**src/rtl/corr_dump_capture_if.sv**
```systemverilog
// Bus between tracking_channel/firmware and the dump capture block.
// slave is the capture block's view; master is the driver/reader side.
interface corr_dump_capture_if #(
  parameter int CNT_W = 16
);
  logic               enable;
  logic               dump;
  logic signed [15:0] i_early;
  logic signed [15:0] q_early;
  logic signed [15:0] i_prompt;
  logic signed [15:0] q_prompt;
  logic signed [15:0] i_late;
  logic signed [15:0] q_late;
  logic               rd_ack;
  logic               clr_status;
  logic signed [15:0] ie_o;
  logic signed [15:0] qe_o;
  logic signed [15:0] ip_o;
  logic signed [15:0] qp_o;
  logic signed [15:0] il_o;
  logic signed [15:0] ql_o;
  logic [31:0]        pow_e;
  logic [31:0]        pow_p;
  logic [31:0]        pow_l;
  logic               valid;
  logic               busy;
  logic               corr_ok;
  logic [CNT_W-1:0]   dump_count;
  logic               overrun;
  logic               dump_missed;

  modport slave (
    input  enable, dump, i_early, q_early, i_prompt, q_prompt, i_late, q_late,
    input  rd_ack, clr_status,
    output ie_o, qe_o, ip_o, qp_o, il_o, ql_o, pow_e, pow_p, pow_l,
    output valid, busy, corr_ok, dump_count, overrun, dump_missed
  );

  modport master (
    output enable, dump, i_early, q_early, i_prompt, q_prompt, i_late, q_late,
    output rd_ack, clr_status,
    input  ie_o, qe_o, ip_o, qp_o, il_o, ql_o, pow_e, pow_p, pow_l,
    input  valid, busy, corr_ok, dump_count, overrun, dump_missed
  );
endinterface

```
**src/rtl/corr_dump_capture.sv**
```systemverilog
// Snapshots E/P/L I/Q on a dump and computes I^2+Q^2 powers with one shared multiplier.
// Snapshot visible 1 cycle after dump, powers/valid 6 cycles after; dumps while busy are dropped.
module corr_dump_capture #(
  parameter logic [31:0] MIN_PROMPT_POW = 32'd1000,
  parameter int          CNT_W          = 16
) (
  input  logic               clk,
  input  logic               rstn,
  corr_dump_capture_if.slave bus
);

  typedef enum logic {IDLE, CALC} state_t;

  state_t             state;
  state_t             state_nxt;
  logic [2:0]         idx;
  logic [31:0]        acc;
  logic [31:0]        stage_e;
  logic [31:0]        stage_p;
  logic signed [15:0] ie, qe, ip, qp, il, ql;
  logic [31:0]        pow_e, pow_p, pow_l;
  logic               valid;
  logic               corr_ok;
  logic               overrun;
  logic               dump_missed;
  logic [CNT_W-1:0]   dump_count;

  logic               busy;
  logic               accept;
  logic               missed;
  logic               finish;
  logic signed [15:0] op;
  logic signed [31:0] op_ext;
  logic [31:0]        sq;
  logic [31:0]        sum;
  logic               corr_new;

  always_ff @(posedge clk) begin
    if (!rstn) state <= IDLE;
    else       state <= state_nxt;
  end

  always_comb begin
    state_nxt = state;
    busy      = 1'b0;
    accept    = 1'b0;
    missed    = 1'b0;
    finish    = 1'b0;
    case (state)
      IDLE: begin
        if (bus.enable && bus.dump) begin
          accept    = 1'b1;
          state_nxt = CALC;
        end
      end
      CALC: begin
        busy   = 1'b1;
        missed = bus.enable && bus.dump;
        if (idx == 3'd5) begin
          finish    = 1'b1;
          state_nxt = IDLE;
        end
      end
      default: state_nxt = IDLE;
    endcase
  end

  // Operand order IE, QE, IP, QP, IL, QL; odd idx closes a pair.
  always_comb begin
    op = ie;
    case (idx)
      3'd0:    op = ie;
      3'd1:    op = qe;
      3'd2:    op = ip;
      3'd3:    op = qp;
      3'd4:    op = il;
      3'd5:    op = ql;
      default: op = ie;
    endcase
  end

  assign op_ext   = 32'(op);
  assign sq       = op_ext * op_ext;
  assign sum      = acc + sq;
  assign corr_new = (stage_p >= MIN_PROMPT_POW) && (stage_p >= stage_e) && (stage_p >= sum);

  always_ff @(posedge clk) begin
    if (!rstn) begin
      idx         <= '0;
      acc         <= '0;
      stage_e     <= '0;
      stage_p     <= '0;
      ie          <= '0;
      qe          <= '0;
      ip          <= '0;
      qp          <= '0;
      il          <= '0;
      ql          <= '0;
      pow_e       <= '0;
      pow_p       <= '0;
      pow_l       <= '0;
      valid       <= 1'b0;
      corr_ok     <= 1'b0;
      overrun     <= 1'b0;
      dump_missed <= 1'b0;
      dump_count  <= '0;
    end else begin
      if (accept) begin
        ie         <= bus.i_early;
        qe         <= bus.q_early;
        ip         <= bus.i_prompt;
        qp         <= bus.q_prompt;
        il         <= bus.i_late;
        ql         <= bus.q_late;
        dump_count <= dump_count + {{(CNT_W-1){1'b0}}, 1'b1};
        idx        <= '0;
        acc        <= '0;
      end

      if (state == CALC) begin
        idx <= idx + 3'd1;
        if (idx[0]) begin
          acc <= '0;
          if (idx == 3'd1)      stage_e <= sum;
          else if (idx == 3'd3) stage_p <= sum;
        end else begin
          acc <= sum;
        end
      end

      // Completion beats a coincident rd_ack.
      if (finish) begin
        pow_e   <= stage_e;
        pow_p   <= stage_p;
        pow_l   <= sum;
        corr_ok <= corr_new;
        valid   <= 1'b1;
      end else if (bus.rd_ack) begin
        valid <= 1'b0;
      end

      if (accept && valid)     overrun <= 1'b1;
      else if (bus.clr_status) overrun <= 1'b0;

      if (missed)              dump_missed <= 1'b1;
      else if (bus.clr_status) dump_missed <= 1'b0;
    end
  end

  assign bus.ie_o        = ie;
  assign bus.qe_o        = qe;
  assign bus.ip_o        = ip;
  assign bus.qp_o        = qp;
  assign bus.il_o        = il;
  assign bus.ql_o        = ql;
  assign bus.pow_e       = pow_e;
  assign bus.pow_p       = pow_p;
  assign bus.pow_l       = pow_l;
  assign bus.valid       = valid;
  assign bus.busy        = busy;
  assign bus.corr_ok     = corr_ok;
  assign bus.dump_count  = dump_count;
  assign bus.overrun     = overrun;
  assign bus.dump_missed = dump_missed;

endmodule

```
**src/flat_wrapper.sv**
```systemverilog
// flat-port wrapper written by rule: the top's interface ports become plain ports
module corr_dump_capture_flat 
#(
  parameter logic [31:0] MIN_PROMPT_POW = 32'd1000,
  parameter int          CNT_W          = 16
)
  (clk, rstn, bus_enable, bus_dump, bus_i_early, bus_q_early, bus_i_prompt, bus_q_prompt, bus_i_late, bus_q_late, bus_rd_ack, bus_clr_status, bus_ie_o, bus_qe_o, bus_ip_o, bus_qp_o, bus_il_o, bus_ql_o, bus_pow_e, bus_pow_p, bus_pow_l, bus_valid, bus_busy, bus_corr_ok, bus_dump_count, bus_overrun, bus_dump_missed);
  corr_dump_capture_if #(.CNT_W(CNT_W)) bus_i ();
  input  logic clk;
  input  logic rstn;
  input wire logic [$bits(bus_i.enable)-1:0] bus_enable;
  input wire logic [$bits(bus_i.dump)-1:0] bus_dump;
  input wire logic [$bits(bus_i.i_early)-1:0] bus_i_early;
  input wire logic [$bits(bus_i.q_early)-1:0] bus_q_early;
  input wire logic [$bits(bus_i.i_prompt)-1:0] bus_i_prompt;
  input wire logic [$bits(bus_i.q_prompt)-1:0] bus_q_prompt;
  input wire logic [$bits(bus_i.i_late)-1:0] bus_i_late;
  input wire logic [$bits(bus_i.q_late)-1:0] bus_q_late;
  input wire logic [$bits(bus_i.rd_ack)-1:0] bus_rd_ack;
  input wire logic [$bits(bus_i.clr_status)-1:0] bus_clr_status;
  output wire logic [$bits(bus_i.ie_o)-1:0] bus_ie_o;
  output wire logic [$bits(bus_i.qe_o)-1:0] bus_qe_o;
  output wire logic [$bits(bus_i.ip_o)-1:0] bus_ip_o;
  output wire logic [$bits(bus_i.qp_o)-1:0] bus_qp_o;
  output wire logic [$bits(bus_i.il_o)-1:0] bus_il_o;
  output wire logic [$bits(bus_i.ql_o)-1:0] bus_ql_o;
  output wire logic [$bits(bus_i.pow_e)-1:0] bus_pow_e;
  output wire logic [$bits(bus_i.pow_p)-1:0] bus_pow_p;
  output wire logic [$bits(bus_i.pow_l)-1:0] bus_pow_l;
  output wire logic [$bits(bus_i.valid)-1:0] bus_valid;
  output wire logic [$bits(bus_i.busy)-1:0] bus_busy;
  output wire logic [$bits(bus_i.corr_ok)-1:0] bus_corr_ok;
  output wire logic [$bits(bus_i.dump_count)-1:0] bus_dump_count;
  output wire logic [$bits(bus_i.overrun)-1:0] bus_overrun;
  output wire logic [$bits(bus_i.dump_missed)-1:0] bus_dump_missed;
  assign bus_i.enable = bus_enable;
  assign bus_i.dump = bus_dump;
  assign bus_i.i_early = bus_i_early;
  assign bus_i.q_early = bus_q_early;
  assign bus_i.i_prompt = bus_i_prompt;
  assign bus_i.q_prompt = bus_q_prompt;
  assign bus_i.i_late = bus_i_late;
  assign bus_i.q_late = bus_q_late;
  assign bus_i.rd_ack = bus_rd_ack;
  assign bus_i.clr_status = bus_clr_status;
  assign bus_ie_o = bus_i.ie_o;
  assign bus_qe_o = bus_i.qe_o;
  assign bus_ip_o = bus_i.ip_o;
  assign bus_qp_o = bus_i.qp_o;
  assign bus_il_o = bus_i.il_o;
  assign bus_ql_o = bus_i.ql_o;
  assign bus_pow_e = bus_i.pow_e;
  assign bus_pow_p = bus_i.pow_p;
  assign bus_pow_l = bus_i.pow_l;
  assign bus_valid = bus_i.valid;
  assign bus_busy = bus_i.busy;
  assign bus_corr_ok = bus_i.corr_ok;
  assign bus_dump_count = bus_i.dump_count;
  assign bus_overrun = bus_i.overrun;
  assign bus_dump_missed = bus_i.dump_missed;
  corr_dump_capture #(.MIN_PROMPT_POW(MIN_PROMPT_POW), .CNT_W(CNT_W)) u_core (.clk(clk), .rstn(rstn), .bus(bus_i));
endmodule
```
**config.mk**
```make
export PLATFORM = sky130hd
export DESIGN_NAME = corr_dump_capture_flat
export DESIGN_NICKNAME = d
export VERILOG_FILES = /design/src/rtl/corr_dump_capture_if.sv /design/src/rtl/corr_dump_capture.sv /design/src/flat_wrapper.sv
export SDC_FILE = /design/constraint.sdc
export NUM_CORES = 1
export LEC_CHECK = 0
export CORE_MARGIN = 3
export CORE_UTILIZATION = 56
export CTS_CLUSTER_SIZE = 10
export DETAILED_ROUTE_END_ITERATION = 10
export PLACE_DENSITY = 0.82
export SLEW_MARGIN = 15
export SYNTH_ARGS = -nofsm -noshare
export SYNTH_HDL_FRONTEND = slang
export SYNTH_SLANG_ARGS = --single-unit
export TNS_END_PERCENT = 50
```
**constraint.sdc**
```tcl
create_clock -name clk -period 12.9 [get_ports clk]
set_input_delay 3.87 -clock clk [delete_from_list [all_inputs] [get_ports clk]]
set_output_delay 3.87 -clock clk [all_outputs]
set_load 0.03 [all_outputs]
```
==> results.md, run 1 <==
- TNS Setup: 0 ns
- Worst reg-to-reg setup slack: roughly 1.9 ns
- Initial antenna violation count: 3
- DR DRC count: 0
- Crit path time final: ~11 ns
- Clk_lat worst skew: about 0.55 ns
- Gp weighted congestion: 0.980
- Num CTS Buffers: 39
- Peak supply drop: approximately 0.31 mV
- Buffers on Ports: 314
- DRT iter0 DRCs: ~1.6k
- Num rows: ~70
- Die Wd: just over 200 um
- Synth area leader: dfxtp_1
- Non-Filler Instances: between 3k and 4k
- Filler instances: approximately 3k
- Sequential share of the synthesized area: about 28%
- Primary FF master, synth: dfxtp_1
- Synth warn: 0
- Top post-synthesis cells by area: dfxtp_1 28%, fa_1 24%, ha_1 9.8%
- Clk buf depth: 3
- Top cell type's share of synthesized area: between 20 and 30%
- ANT nets after route: 0
- Syn Inst Count: ~2.6k
- Design area: between 20000 and 30000 um^2
- Final WL: between 60000 and 70000 um
- RSZ-0062 raised after global routing: no
- Routed metal-1 wirelength: between 20000 and 30000 um
- Tightest Pin Transition: roughly 1.1 ns
- Setup crit end kind: register
- Final setup viols: 0
- Slew HR: approximately 25%
- Grt ovf: 0
- Critical path's most frequent cell: fa_1
- Reg area: 6250 um^2
- Routed vias: 19.0k
- Status: finished clean
- GR Util All Layers: roughly a third
- CP max stage delay: approximately 0.85 ns
- Fmax: ~0.09 GHz
- Hold Startpoint: u_core.bus.pow_l[4]
- DP Area: 25900 um^2
- Post-DP HPWL: 51800 um
- Synth Net Count: 3112
- Leak Pwr: ~12 nW
- Synth cell types: slightly above 60
- Post-synth ARST share: 0%
- Worst setup SP type: register
- Layout cells sized above 1: about 3.4%
- Clock transition at path regs: 0.05 ns
- Maximum Capacitance Violations: 0
- H-tree Lvls: 2
- CTS tree: done
- Largest net degree at the start of global routing: between 100 and 150
- First-pass GRT wire length: around 100000 um
- Vias per cell: roughly 5.7
- Worst EP required: about 13 ns
- Top layer in use: met4
- CP max-delay cell: a21oi_1
- CTS sink count: around 310
- Vias in the first global route: ~20k
- Multi-input gate area: about 14000 um^2
- WL met2: 32700 um
- CP startpoint: u_core.idx[0]
- Worst r2r src: u_core.idx[0]
- Crit path DAT: between 10 and 15 ns
- Hold Path Class: register to register
- Hold_buf cts: 0
- Final period util: 85.0%
- Core area: between 30000 and 40000 um^2
- Setup Crit Path Kind: register to register
- Fin Clk Skew: between 0.01 and 0.015 ns
- Hold WS: 0.456 ns
- Worst Path Max Fanout: 20
- Number of flops mapped to enable cells by yosys: 0
- Die area: 42500 um^2
- Nets: 3367
- Inst Count DP: approximately 3.3k
- Synth Cell Area: about 22000 um^2
- # IOs: between 300 and 400
- PwrDens: roughly 160 nW/um^2
- Final Hold Fails: 0
- Area grow syn2layout: 20.7%
- Wire per inst: a little under 20 um
- #FFs+latches synth: approximately 310
- Wire length on met3: around 4800 um
- Pre-antenna DRT Iters: 8
- Post-CTS Resized: 0
- Power, Total: around 0.0044 W
- Initial core utilization: a little under three fifths
- Syn_area_per_cell: approximately 8.7 um^2
- Setup Buffers After CTS: 0
- CTS root buf: clkbuf_16
- Die H: roughly 210 um
- Max Slew Vio Count: 0
path summary, 6_finish.rpt:
| path | end | cells after the start |
|---|---|---|
| worst min register to register | u_core.bus.pow_l[4] | 2 |
| worst min-delay path | u_core.bus.pow_l[4] | 2 |
| worst max-delay path | u_core.bus.corr_ok | 38 |
| worst max register to register | u_core.bus.corr_ok | 38 |
registers in the layout, summed over array words and instances, names as in the netlist:
register	flops
u_core.state	1
u_core.stage_e	32
u_core.bus.dump_missed	1
u_core.bus.valid	1
u_core.bus.overrun	1
u_core.bus.ql_o	16
u_core.bus.pow_e	32
u_core.acc	32
u_core.bus.il_o	16
u_core.bus.dump_count	16
u_core.bus.pow_l	32
u_core.bus.pow_p	32
u_core.bus.corr_ok	1
u_core.bus.qe_o	16
u_core.bus.ie_o	16
u_core.stage_p	32
u_core.idx	3
u_core.bus.ip_o	16
u_core.bus.qp_o	16
cell type report:
class | count | area share, %
antenna | 3 | 0.0277
clock buffer | 46 | 3.90
clock inverter | 5 | 0.273
inverter | 420 | 5.84
multi-input combinational | 1718 | 52.4
sequential | 312 | 23.1
tap | 518 | 2.39
timing repair buffer | 332 | 12.1
stage by stage:
stage | util, % | worst slack [ns]
finish | 69.2 | 1.93
detailed placement | 66.3 | 2.23
floorplan | - | 3.55
global route | 69.2 | 1.31
CTS | 69.2 | 2.18
global placement | 66.3 | 2.43
layer usage:
| metal | global-route usage, % | up-vias |
|---|---|---|
| met5 | 0 | - |
| met4 | 15.0 | 0 |
| met3 | 5.67 | 178 |
| met2 | 54.3 | 776 |
| met1 | 39.0 | 9369 |
| li1 | - | 8718 |
cells by family after synthesis:
| logic type | Yosys count | share of synthesized area [%] |
|---|---|---|
| AO/OA/AOI/OAI | 501 | 14.2 |
| XOR/XNOR | 59 | 2.30 |
| adder cells (fa/ha/maj) | 443 | 33.6 |
| flip-flops | 312 | 27.8 |
| AND/OR/NAND/NOR | 714 | 13.0 |
| buffers and inverters | 538 | 9.03 |
| multiplexers | 1 | 0.0502 |
cell usage after synthesis (all sizes together) (3+ instances only):
library cell  number
clkinv             9
and4               3
nand3             19
dfxtp            312
nand2b             8
buf               10
nor4               6
and3               7
or2                7
o21bai             3
a21o              40
o221ai             3
and2               4
a22o              33
nand2            465
a211oi             8
nand4             16
o21ai             86
a222oi            16
nor2             150
xnor2             37
ha               176
o211ai             7
fa               266
nor3               9
inv              411
o2111ai            3
a21oi            215
nor2b             15
o21a              17
a22oi             47
xor2              22
o31ai              4
clkbuf           108
report_power, final:
group | leakage (nW) | internal (W) | switching, W
registers | 2.53 | 0.00100 | 0.0000371
logic | 8.74 | 0.000846 | 0.00150
clock network | 0.546 | 0.000594 | 0.000407
total | 11.8 | 0.00244 | 0.00194
layout by cell type (no fill, tap or decap), types with 8 or more instances in the layout:
cell / count
nand2_1: 465
inv_1: 408
clkdlybuf4s50_1: 314
dfxtp_1: 312
fa_1: 266
a21oi_1: 210
ha_1: 176
nor2_1: 147
o21ai_0: 75
a22oi_1: 47
clkbuf_16: 41
a21o_1: 40
xnor2_1: 37
a22o_1: 33
xor2_1: 22
nand3_1: 19
buf_4: 18
o21a_1: 17
a222oi_1: 16
nand4_1: 16
nor2b_1: 14
o21ai_1: 11
nor3_1: 9
clkinv_1: 8
nand2b_1: 8
worst max-delay path, delay by kind of cell, from the launching register on:
kind / cells / cell delay [ns]
simple gates: 6 / 0.99
fa+ha+maj: 10 / 4.64
buf+inv: 7 / 0.86
compound gates: 15 / 3.89
flops: 1 / 0.48
Note: power is estimated with default switching activity, not from simulation.
==> run 2: changes to the inputs <==
--- a/config.mk
+++ b/config.mk
@@ -9,8 +9,8 @@
 export CORE_UTILIZATION = 56
 export CTS_CLUSTER_SIZE = 10
 export DETAILED_ROUTE_END_ITERATION = 10
-export PLACE_DENSITY = 0.82
-export SLEW_MARGIN = 15
+export PLACE_DENSITY = 0.8
+export SLEW_MARGIN = 20
 export SYNTH_ARGS = -nofsm -noshare
 export SYNTH_HDL_FRONTEND = slang
 export SYNTH_SLANG_ARGS = --single-unit
==> results.md, run 2 (same netlist as run 1, synthesis figures left out) <==
- Status: finished clean
- Setup Buffers After CTS: 0 (unchanged)
- Num CTS Buffers: 38 (-2.6%)
- ANT nets after route: 0 (unchanged)
- # IOs: 315 (unchanged)
- Crit path DAT: 11.40 ns (about the same)
- Most frequent cells in the layout: 465 x nand2_1, 408 x inv_1, 314 x clkdlybuf4s50_1, 312 x dfxtp_1, 265 x fa_1
- PwrDens: 161 nW/um^2 (-0.61%)
- Final period util: 84.7% (-0.29 points)
- Fmax: 0.0915 GHz (+0.35%)
- Inst Count DP: 3302 (+0.061%)
- Tightest Pin Transition: 1.16 ns (+0.0360 ns)
- Die Wd: 206 um (unchanged)
- Gp weighted congestion: 1.03 (+5.3%)
- Post-layout worst setup margin: 1.97 ns (+0.0379 ns)
- DR DRC count: 0 (unchanged)
- Buffers on Ports: 314 (unchanged)
- Setup crit end kind: register
- Worst EP required: 13.37 ns (+0.04 ns)
- Die area: 42500 um^2 (unchanged)
- Post-CTS Resized: 0 (unchanged)
- CTS sink count: 312 (unchanged)
- Power, Total: 0.00436 W (-0.69%)
- Initial core utilization: 57.4% (unchanged)
- Wire per inst: 19.7 um (about the same)
- Worst setup SP type: register
- Max Slew Vio Count: 0 (unchanged)
- Slew HR: 20.6% (-4.4 points)
- Num rows: 72 (unchanged)
- TNS Setup: 0 ns (unchanged)
- Hold_buf cts: 0 (unchanged)
- Hold Path Class: register to register
- H-tree Lvls: 2 (unchanged)
- CTS root buf: clkbuf_16
- First-pass GRT wire length: 106000 um (+0.69%)
- Layout cells sized above 1: 3.42% (+0.071 points)
- Final setup viols: 0 (unchanged)
- CP max-delay cell: ha_1
- Pre-antenna DRT Iters: 7 (-1)
- Initial antenna violation count: 3 (unchanged)
- Vias per cell: 5.66 (-0.23%)
- RSZ-0062 raised after global routing: no
- Routed vias: 19.0k (-0.26%)
- Maximum Capacitance Violations: 0 (unchanged)
- Fin Clk Skew: 0.0161 ns (+0.00237 ns)
- Worst Path Max Fanout: 20 (unchanged)
- Place WS: 2.24 ns (+0.0177 ns)
- Most common cell after layout, fill and taps aside: nand2_1
- Critical path's most frequent cell: fa_1
- Setup Crit Path Kind: register to register
- Largest net degree at the start of global routing: 86 (-23%)
- CTS tree: done
- Post-DP HPWL: 51700 um (-0.17%)
- Crit path time final: 10.93 ns (-0.0379 ns)
- Leak Pwr: 11.8 nW (about the same)
- Area grow syn2layout: 20.6% (about the same)
- Clock transition at path regs: 0.06 ns (about the same)
- GR Util All Layers: 31.7% (about the same)
- Vias in the first global route: 20.1k (+0.63%)
- Grt ovf: 0 (unchanged)
- Die H: 206 um (unchanged)
- Nets: 3368 (+0.030%)
- DRT iter0 DRCs: 1478 (-5.9%)
- Core area: 39100 um^2 (unchanged)
- Final WL: 66100 um (about the same)
- Clk buf depth: 3 (unchanged)
- Clk_lat worst skew: 0.56 ns (about the same)
- Peak supply drop: 0.262 mV (-15%)
- CP max stage delay: 0.72 ns (-0.13 ns)
- Final Hold Fails: 0 (unchanged)
- Non-Filler Instances: 3353 (-0.030%)
[run 2: final timing paths]
kind,from,endpoint,slack [ns],depth (start not counted)
worst max-delay path,u_core.idx[0],u_core.bus.corr_ok,1.97,36
worst min-delay path,u_core.bus.pow_l[29],u_core.bus.pow_l[29],0.45,2
worst max register to register,u_core.idx[0],u_core.bus.corr_ok,1.97,36
worst min register to register,u_core.bus.pow_l[29],u_core.bus.pow_l[29],0.45,2
[run 2: worst max-delay path, delay by kind of cell, from the launching register on]
family / cells / cell delay, ns
AOI/OAI and AO/OA: 14 / 3.11
and+or+nand+nor: 6 / 1.37
DFF: 1 / 0.49
adders and majority gates: 10 / 4.56
buffers and inverters: 5 / 1.04
xor gates and xnor gates: 1 / 0.27
[run 2: area by class of cell]
class	count	area [um^2]
inverters	420	1580
clock inverters	4	67.6
well taps	518	648
clock buffers	45	1020
flip-flops and latches	312	6250
multi-input cells	1718	14200
diodes	2	5.00
fillers	3077	12000
repair buffers	334	3290
[run 2: report_power, final]
group          internal, W  switching (W)  total (W)  leakage, nW
clock             0.000574       0.000406   0.000979        0.532
combinational     0.000845        0.00149    0.00234         8.75
sequential         0.00100      0.0000371    0.00104         2.53
[run 2: routing by layer]
metal / global-route usage, % / vias to the layer above / wire (um)
met1: 38.9 / 9338 / 25000
met4: 12.6 / 2 / 2660
met5: 0 / - / 11
met3: 5.73 / 178 / 5030
li1: - / 8698 / -
met2: 55.5 / 776 / 33400
[run 2: metrics by stage]
stage	utilization (%)	cell area, um^2	hold WS (ns)
after floorplan	-	22400	0.436
after global placement	66.4	26000	0.438
after detailed placement	66.4	26000	0.446
after CTS	69.2	27000	0.453
after global routing	69.2	27100	0.468
final	69.2	27100	0.450
==> run 3: changes to the inputs <==
--- a/config.mk
+++ b/config.mk
@@ -6,10 +6,10 @@
 export NUM_CORES = 1
 export LEC_CHECK = 0
 export CORE_MARGIN = 3
-export CORE_UTILIZATION = 56
+export CORE_UTILIZATION = 51
 export CTS_CLUSTER_SIZE = 10
 export DETAILED_ROUTE_END_ITERATION = 10
-export PLACE_DENSITY = 0.8
+export PLACE_DENSITY = 0.76
 export SLEW_MARGIN = 20
 export SYNTH_ARGS = -nofsm -noshare
 export SYNTH_HDL_FRONTEND = slang
==> constraint.sdc (replaced) <==
create_clock -name clk -period 9.2 [get_ports clk]
set_input_delay 2.76 -clock clk [delete_from_list [all_inputs] [get_ports clk]]
set_output_delay 2.76 -clock clk [all_outputs]
set_load 0.03 [all_outputs]
==> results.md, run 3 (same netlist as run 1, synthesis figures left out) <==
- Fin Clk Skew: 0.0185 ns (+0.00238 ns)
- Crit path DAT: 9.37 ns (-2.03 ns)
- Post-DP HPWL: 52900 um (+2.4%)
- First-pass GRT wire length: 107000 um (+1.7%)
- Psw: 0.00300 W (+55%)
- TNS Setup: 0 ns (unchanged)
- Maximum Capacitance Violations: 0 (unchanged)
- Slew HR: 14.0% (-6.5 points)
- Layout cells sized above 1: 9.34% (+5.9 points)
- Design area: 28300 um^2 (+4.5%)
- Worst r2r src: u_core.idx[1]
- Leak Pwr: 12.4 nW (+4.7%)
- CTS sink count: 312 (unchanged)
- FF-to-FF path depth: 38 (+5.6%)
- Worst EP required: 9.64 ns (-3.73 ns)
- Comb power frac: 59.2% (+5.6 points)
- WHS Endpoint: u_core.stage_e[16]
- Peak supply drop: 0.445 mV (+70%)
- Pre-antenna DRT Iters: 6 (-1)
- Worst flop-to-flop path endpoint: u_core.bus.corr_ok
- Gp weighted congestion: 0.952 (-7.9%)
- Clk_lat worst skew: 0.55 ns (about the same)
- Crit path time final: 8.94 ns (-1.99 ns)
- ANT nets after route: 0 (unchanged)
- Nets: 3470 (+3.0%)
- Setup Crit Path Kind: register to register
- Clock transition at path regs: 0.06 ns (about the same)
- CP max stage delay: 0.62 ns (-0.10 ns)
- Setup crit end kind: register
- Vias in the first global route: 20.1k (-0.020%)
- Worst reg-to-reg setup slack: 0.26 ns (-1.71 ns)
- Final WL: 67900 um (+2.7%)
- Clock share of power: 19.7% (-2.8 points)
- Final setup viols: 0 (unchanged)
- Inst Count DP: 3443 (+4.3%)
- Largest net degree at the start of global routing: 122 (+42%)
- Wire per inst: 19.3 um (-2.2%)
- PwrDens: 244 nW/um^2 (+51%)
- WP buf/inv: 8 (+3)
- Sw Share: 43.6% (-0.78 points)
- Die Wd: 216 um (+4.6%)
- Area grow syn2layout: 26.0%
- Internal power: 0.00388 W (+60%)
- Worst Path Max Fanout: 8 (-60%)
- Flop pwr share: 21.2% (-2.7 points)
- ANT cells: 0 (-2)
- Hold WS: 0.451 ns (+0.00138 ns)
- Top delay family on crit path: adder cells
- Buffers on Ports: 314 (unchanged)
- Clk buf depth: 3 (unchanged)
- Die area: 46500 um^2 (+9.5%)
- # IOs: 315 (unchanged)
- Fmax: 0.112 GHz (+22%)
- Core area: 43300 um^2 (+11%)
- CTS tree: done
- Power, Total: 0.00689 W (+58%)
- Non-Filler Instances: 3520 (+5.0%)
- Hold Startpoint: u_core.stage_e[16]
- Routed vias: 19.3k (+1.8%)
- Hold Path Class: register to register
- DR DRC count: 0 (unchanged)
- Final period util: 97.1% (+12 points)
- Most frequent cells in the layout: 455 x nand2_1, 401 x inv_1, 314 x clkdlybuf4s50_1, 309 x dfxtp_1, 261 x fa_1
- Tightest Pin Transition: 1.26 ns (+0.0956 ns)
- Grt ovf: 0 (unchanged)
- CTS root buf: clkbuf_16
- Initial core utilization: 51.8% (-5.5 points)
- Most common cell after layout, fill and taps aside: nand2_1
- CP max-delay cell: a222oi_1
- DRT iter0 DRCs: 1412 (-4.5%)
- Initial antenna violation count: 0 (-3)
- Num CTS Buffers: 38 (unchanged)
- Final Hold Fails: 0 (unchanged)
- Num rows: 76 (+5.6%)
- Worst setup SP type: register
- Max Slew Vio Count: 0 (unchanged)
- Status: finished clean
- WHS Path Cells: 2 (unchanged)
- GR Util All Layers: 29.0% (-2.7 points)
- H-tree Lvls: 2 (unchanged)
- Vias per cell: 5.49 (-3.1%)
- Die H: 216 um (+4.6%)
- DP Area: 26600 um^2 (+2.5%)
[run 3: final cells by class]
cell class | instances | area (um^2)
well taps | 585 | 732
clock buffers | 45 | 1020
repair buffers | 435 | 4100
flip-flops and latches | 312 | 6260
multi-input cells | 1719 | 14500
clock inverters | 4 | 42.5
fillers | 3582 | 15000
inverters | 420 | 1590
[run 3: metal layers]
| layer | vias to the layer above | track usage [%] | routed length [um] |
|---|---|---|---|
| met5 | - | 0 | 0 |
| met4 | 0 | 11.1 | 2570 |
| met3 | 155 | 4.42 | 3970 |
| met2 | 671 | 50.5 | 34400 |
| met1 | 9577 | 36.4 | 26900 |
| li1 | 8924 | - | - |
[run 3: metrics by stage]
step,setup WS [ns],util [%]
after floorplan,0.0286,-
after global placement,-0.190,61.5
after detailed placement,-0.367,61.5
after CTS,0.00138,64.1
after global routing,-0.0509,65.3
final,0.264,65.3
[run 3: worst reg2reg max path: cells and delay by family (launching register included)]
family / cells / cell delay (ns)
AOI/OAI and AO/OA: 16 / 3.28
xor gates and xnor gates: 1 / 0.17
adders and majority gates: 11 / 4.19
buffers and inverters: 8 / 0.68
DFF: 1 / 0.37
and+or+nand+nor: 2 / 0.16
[run 3: power by group through the flow]
| stage | logic (W) | registers (W) | clock network [W] |
|---|---|---|---|
| global route | 0.00450 | 0.00146 | 0.00142 |
| finish | 0.00408 | 0.00146 | 0.00135 |
| CTS | 0.00376 | 0.00146 | 0.00137 |
| detailed placement | 0.00369 | 0.00149 | 0 |
| global placement | 0.00362 | 0.00148 | 0 |
| floorplan | 0.00229 | 0.00150 | 0 |
[run 3: worst max path at each step]
stage	slack, ns	from	cells past startpoint	end
3_5_place_dp	-0.37	u_core.idx[1]	37	u_core.bus.corr_ok
3_3_place_gp	-0.19	u_core.idx[1]	37	u_core.bus.corr_ok
6_report	0.26	u_core.idx[1]	38	u_core.bus.corr_ok
4_1_cts	0.001	u_core.idx[1]	38	u_core.bus.corr_ok
5_1_grt	-0.05	u_core.idx[1]	39	u_core.bus.corr_ok
2_1_floorplan	0.03	u_core.idx[2]	40	u_core.bus.corr_ok
[run 3: repair_timing]
| item | in CTS | in global routing |
|---|---|---|
| endpoints found under the setup margin | 1 | 1 |
| setup buffers | 2 | 24 |
| hold buffers | 0 | 0 |
| cloned | 0 | 2 |
| pin swaps | 7 | 56 |
| gates resized for setup | 10 | 96 |
